`config.mk`:
```
export PLATFORM = sky130hd
export DESIGN_NAME = idex_pipe_reg
export DESIGN_NICKNAME = d
export VERILOG_FILES = /design/src/rtl/idex_pkg.sv /design/src/rtl/idex_slot.sv /design/src/rtl/idex_pipe_reg.sv
export SDC_FILE = /design/constraint.sdc
export NUM_CORES = 1
export LEC_CHECK = 0
export BUFFER_PORTS_ARGS = -buffer_cell sky130_fd_sc_hd__buf_2
export CAP_MARGIN = 10
export CORE_MARGIN = 3
export CORE_UTILIZATION = 50
export CTS_BUF_LIST = sky130_fd_sc_hd__clkbuf_16
export DETAILED_ROUTE_END_ITERATION = 12
export PLACE_DENSITY = 0.85
export SYNTH_ARGS = -nofsm -noshare
export SYNTH_HDL_FRONTEND = slang
export SYNTH_SLANG_ARGS = --single-unit
```
`constraint.sdc`:
```
create_clock -name clk -period 4 [get_ports clk]
set_input_delay 0.8 -clock clk [delete_from_list [all_inputs] [get_ports clk]]
set_output_delay 0.8 -clock clk [all_outputs]
set_load 0.005 [all_outputs]
```
`src/rtl/idex_pkg.sv`:
```
// Shared types for the ID/EX pipeline register: control bundle layout,
// the bubble constant and the occupancy state encoding.
package idex_pkg;

    typedef struct packed {
        logic [1:0] alu_op;
        logic       alu_src;
        logic       reg_dst;
        logic       branch;
        logic       branch_flip;
        logic       mem_read;
        logic       mem_write;
        logic       jump;
        logic       reg_write;
        logic       mem_to_reg;
    } idex_ctrl_t;

    localparam idex_ctrl_t IDEX_BUBBLE = '0;

    typedef enum logic [1:0] {
        EMPTY = 2'd0,
        ONE   = 2'd1,
        TWO   = 2'd2
    } idex_state_t;

endpackage

```
`src/rtl/idex_slot.sv`:
```
// One ID/EX payload register. Reset zeroes everything; clear zeroes only the
// control field so an emptied slot always presents a bubble.
module idex_slot
    import idex_pkg::*;
#(
    parameter int BODY_W = 80,
    parameter int CTRL_W = 11
) (
    input  logic              clk,
    input  logic              reset,
    input  logic              load,
    input  logic              clear,
    input  logic [BODY_W-1:0] body,
    input  logic [CTRL_W-1:0] ctrl,
    output logic [BODY_W-1:0] held_body,
    output logic [CTRL_W-1:0] held_ctrl
);

    always_ff @(posedge clk) begin
        // NOTE: non-blocking so every slot samples pre-edge values of its neighbours.
        if (!reset) begin
            held_body <= '0;
            held_ctrl <= '0;
        end else if (clear) begin
            held_ctrl <= CTRL_W'(IDEX_BUBBLE);
        end else if (load) begin
            held_body <= body;
            held_ctrl <= ctrl;
        end
    end

endmodule

```
`src/rtl/idex_pipe_reg.sv`:
```
// ID/EX pipeline register with valid/ready handshake, flush and bubble zeroing.
// Define IDEX_SKID_EN for a 2-entry build with registered in_ready.
module idex_pipe_reg
    import idex_pkg::*;
#(
    parameter int DATA_W  = 8,
    parameter int INSTR_W = 32,
    parameter int PC_W    = 32,
    parameter int CTRL_W  = 11
) (
    input  logic               clk,
    input  logic               reset,
    input  logic               flush,
    input  logic               in_valid,
    output logic               in_ready,
    input  logic [DATA_W-1:0]  in_rd1,
    input  logic [DATA_W-1:0]  in_rd2,
    input  logic [INSTR_W-1:0] in_instr,
    input  logic [PC_W-1:0]    in_pc4,
    input  logic [CTRL_W-1:0]  in_ctrl,
    output logic               out_valid,
    input  logic               out_ready,
    output logic [DATA_W-1:0]  out_rd1,
    output logic [DATA_W-1:0]  out_rd2,
    output logic [INSTR_W-1:0] out_instr,
    output logic [PC_W-1:0]    out_pc4,
    output logic [CTRL_W-1:0]  out_ctrl
);

    localparam int BODY_W = 2 * DATA_W + INSTR_W + PC_W;

    idex_state_t        state_q, state_d;
    logic               accept, pop;
    logic               main_load, main_clear;
    logic [BODY_W-1:0]  in_body, main_body, main_body_d;
    logic [CTRL_W-1:0]  main_ctrl_d;

    assign in_body = {in_rd1, in_rd2, in_instr, in_pc4};
    assign {out_rd1, out_rd2, out_instr, out_pc4} = main_body;
    assign out_valid = (state_q != EMPTY);
    assign accept    = in_valid & in_ready;
    assign pop       = out_valid & out_ready;

`ifdef IDEX_SKID_EN
    logic               skid_load, skid_clear, main_from_skid;
    logic [BODY_W-1:0]  skid_body;
    logic [CTRL_W-1:0]  skid_ctrl;

    // Readiness comes from registered occupancy only; out_ready never reaches it.
    assign in_ready    = reset & ~flush & (state_q != TWO);
    assign main_body_d = main_from_skid ? skid_body : in_body;
    assign main_ctrl_d = main_from_skid ? skid_ctrl : in_ctrl;

    idex_slot #(.BODY_W(BODY_W), .CTRL_W(CTRL_W)) u_skid (
        .clk       (clk),
        .reset     (reset),
        .load      (skid_load),
        .clear     (skid_clear),
        .body      (in_body),
        .ctrl      (in_ctrl),
        .held_body (skid_body),
        .held_ctrl (skid_ctrl)
    );
`else
    assign in_ready    = reset & ~flush & (~out_valid | out_ready);
    assign main_body_d = in_body;
    assign main_ctrl_d = in_ctrl;
`endif

    idex_slot #(.BODY_W(BODY_W), .CTRL_W(CTRL_W)) u_main (
        .clk       (clk),
        .reset     (reset),
        .load      (main_load),
        .clear     (main_clear),
        .body      (main_body_d),
        .ctrl      (main_ctrl_d),
        .held_body (main_body),
        .held_ctrl (out_ctrl)
    );

    always_ff @(posedge clk) begin
        if (!reset) state_q <= EMPTY;
        else        state_q <= state_d;
    end

    always_comb begin
        // NOTE: defaults first, so no path through the case infers a latch.
        state_d    = state_q;
        main_load  = 1'b0;
        main_clear = 1'b0;
`ifdef IDEX_SKID_EN
        skid_load      = 1'b0;
        skid_clear     = 1'b0;
        main_from_skid = 1'b0;
`endif
        if (flush) begin
            state_d    = EMPTY;
            main_clear = 1'b1;
`ifdef IDEX_SKID_EN
            skid_clear = 1'b1;
`endif
        end else begin
            case (state_q)
                EMPTY: begin
                    if (accept) begin
                        state_d   = ONE;
                        main_load = 1'b1;
                    end
                end
                ONE: begin
                    if (accept && !pop) begin
`ifdef IDEX_SKID_EN
                        state_d   = TWO;
                        skid_load = 1'b1;
`endif
                    end else if (accept) begin
                        main_load = 1'b1;
                    end else if (pop) begin
                        state_d    = EMPTY;
                        main_clear = 1'b1;
                    end
                end
                TWO: begin
`ifdef IDEX_SKID_EN
                    if (pop) begin
                        state_d        = ONE;
                        main_load      = 1'b1;
                        main_from_skid = 1'b1;
                        skid_clear     = 1'b1;
                    end
`else
                    state_d = EMPTY;
`endif
                end
                default: state_d = EMPTY;
            endcase
        end
    end

endmodule

```
==> results.json <==
{
  "grt_max_degree": 104,
  "leakagePower_nw": 2.28,
  "cts_buffer_depth": 2,
  "yosysUniqueCellTypes": 18,
  "antenna_left": 0,
  "setup_viol": 0,
  "cts_resized": 0,
  "initial_core_util": 0.532,
  "layout.nets": 673,
  "cts_buffers": 9,
  "worstPathArrival_ns": 2.45,
  "hold_buffers": 0,
  "mappedNetlistArea_mm2": 0.00400,
  "ios": 189,
  "syn-num-nets": 520,
  "finalClockSkew_ns": 0.00502,
  "vias_per_cell": 5.52,
  "drv_cap": 0,
  "fmax_mhz": 456,
  "irDropWorstVdd_mv": 0.249,
  "rsz0062_at_grt": "false",
  "finalCritPeriodShare": 0.548,
  "rows": 31,
  "area_delta_synth_final_pct": 25.9,
  "hold_depth": 2,
  "post-place-ws_ns": 1.54,
  "reg2reg_to": "u_main.held_body[75]",
  "grt-ovfl-total": 0,
  "io_buffers": 188,
  "drcViolationCount": 0,
  "clkLatencyLatePin_ns": 0.33,
  "rrSetupSlack_ns": 2.30,
  "hold_viol_final": 0,
  "grt_usage": 0.228,
  "power_w": 0.00205,
  "setup_slack_ns": 1.81,
  "min_path_type": "reg -> reg",
  "slew_headroom": 0.321,
  "vias": 3760,
  "die_area_mm2": 0.00911,
  "routed_wl_um": 10700,
  "wl_per_cell_um": 15.8,
  "reg2reg_depth": 4,
  "cts_max_level": 3,
  "drtIter0Drc": 178,
  "startpoint_type": "input port",
  "design.core.area_mm2": 0.00752,
  "hp-start": "u_main.held_body[52]",
  "fin_crit_ns": 2.19,
  "place_congestion": 0.735,
  "cts_tree": "yes",
  "power_density_mw_per_mm2": 408,
  "synth-seq-cells": 92,
  "dpl.hpwl_um": 7000,
  "die_w_um": 95.5,
  "ys_warn_count": 0,
  "dr.pass1.iters": 5,
  "cp.required_ns": 4.26,
  "path_class": "in -> reg",
  "fin_setup_tns_ns": 0,
  "grt_pass1_wl_um": 16600,
  "grt_pass1_vias": 3569,
  "yosysSeqAreaShare": 0.460,
  "syn-mean-instance-area_um2": 9.44,
  "whs_ns": 0.452,
  "hold_end": "u_main.held_body[52]",
  "status": "finished clean",
  "cts-root-buf": "clkbuf_16",
  "path_clk_slew_ns": 0.06,
  "drive_above_1_share": 0.515,
  "cp_max_fo": 93,
  "antenna_found_initial": 0,
  "worstSetupEndpointType": "flip-flop",
  "postSynthCellCount": 424,
  "dieHeight_um": 95.5,
  "fill_cells": 626,
  "worst_pin_slew_ns": 1.02,
  "rr_startpoint": "state_q[0]",
  "post_cts_buffers": 0,
  "final_max_slew_viol_count": 0,
  "final_core_util": 0.670,
  "diodes": 0,
  "clkSinkCount": 92
}
==> through the flow <==
stage,area (um^2),std cells
floorplan,4000,424
global placement,4750,665
detailed placement,4750,665
CTS,5040,681
global route,5040,681
finish,5040,681
==> worst max-delay path, stage by stage <==
cell and delay, ns:
buf_2 0.09, buf_4 0.74, nand3b_1 0.48, nand3_1 0.16
o21ai_2 0.16
==> layer usage <==
metal  global-route usage  part of all wire
met2                0.384              0.48
met5                    0                 0
met4               0.0545             0.011
met1                0.278              0.41
met3               0.0805             0.095
==> layout make-up <==
class	instances	area, um^2	share of cell area
timing repair buffer	194	998	0.198
inverter	1	3.75	0.000745
multi-input combinational	279	1780	0.353
tap	99	124	0.0246
sequential	92	1840	0.366
clock buffer	9	225	0.0447
clock inverter	7	67.6	0.0134
==> layout by cell type (no fill, tap or decap) <==
cell,netlist,layout
and2_1,1,1
o21ai_2,90,90
clkinv_4,0,3
clkinv_1,0,3
nand2_1,80,80
inv_1,1,1
buf_2,8,188
clkbuf_16,0,9
bufinv_16,0,1
dfxtp_1,92,92
nand3b_1,1,1
nand4_1,91,91
nand3_1,11,11
buf_4,1,5
nand2b_4,0,1
o21ai_1,1,1
nor2b_4,1,1
a21boi_1,1,1
buf_12,10,1
and3_4,1,1
==> synthesized netlist by cell type <==
cell / n / area share
nand3_1: 11 / 0.014
buf_4: 1 / 0.0019
inv_1: 1 / 0.00094
nand2b_1: 1 / 0.0016
nand2_1: 80 / 0.075
o21ai_2: 90 / 0.20
buf_12: 10 / 0.050
buf_6: 2 / 0.0056
nand3b_1: 1 / 0.0019
o21ai_1: 1 / 0.0012
nand4_1: 91 / 0.14
and2_1: 1 / 0.0016
clkbuf_1: 31 / 0.029
dfxtp_1: 92 / 0.46
buf_2: 8 / 0.010
and3_4: 1 / 0.0028
a21boi_1: 1 / 0.0019
nor2b_4: 1 / 0.0034
==> kinds of logic after synthesis <==
group	share of synthesized area
AO/OA/AOI/OAI	0.200
buffers and inverters	0.0975
AND/OR/NAND/NOR	0.242
flip-flops	0.460
==> sequential cells by signal, indices dropped and copies added (netlist names) <==
signal and cells:
state_q 1, u_main.held_body 80, u_main.held_ctrl 11
==> power breakdown <==
part / internal (W) / leakage (nW) / switching [W]
registers: 0.000965 / 0.753 / 0.0000244
logic: 0.000106 / 1.39 / 0.000141
clock network: 0.000481 / 0.142 / 0.000337
total: 0.00155 / 2.28 / 0.000503
==> worst max-delay path by stage <==
stage | start | endpoint | slack (ns) | depth (start not counted)
after CTS | in_valid | u_main.held_ctrl[6] | 1.85 | 5
after global routing | in_valid | u_main.held_ctrl[9] | 1.73 | 5
after global placement | in_valid | u_main.held_ctrl[0] | 1.57 | 5
after floorplan | reset | in_ready | 1.60 | 6
final | in_valid | u_main.held_ctrl[6] | 1.81 | 5
after detailed placement | in_valid | u_main.held_ctrl[4] | 1.54 | 5
(Power assumes the default switching activity.)
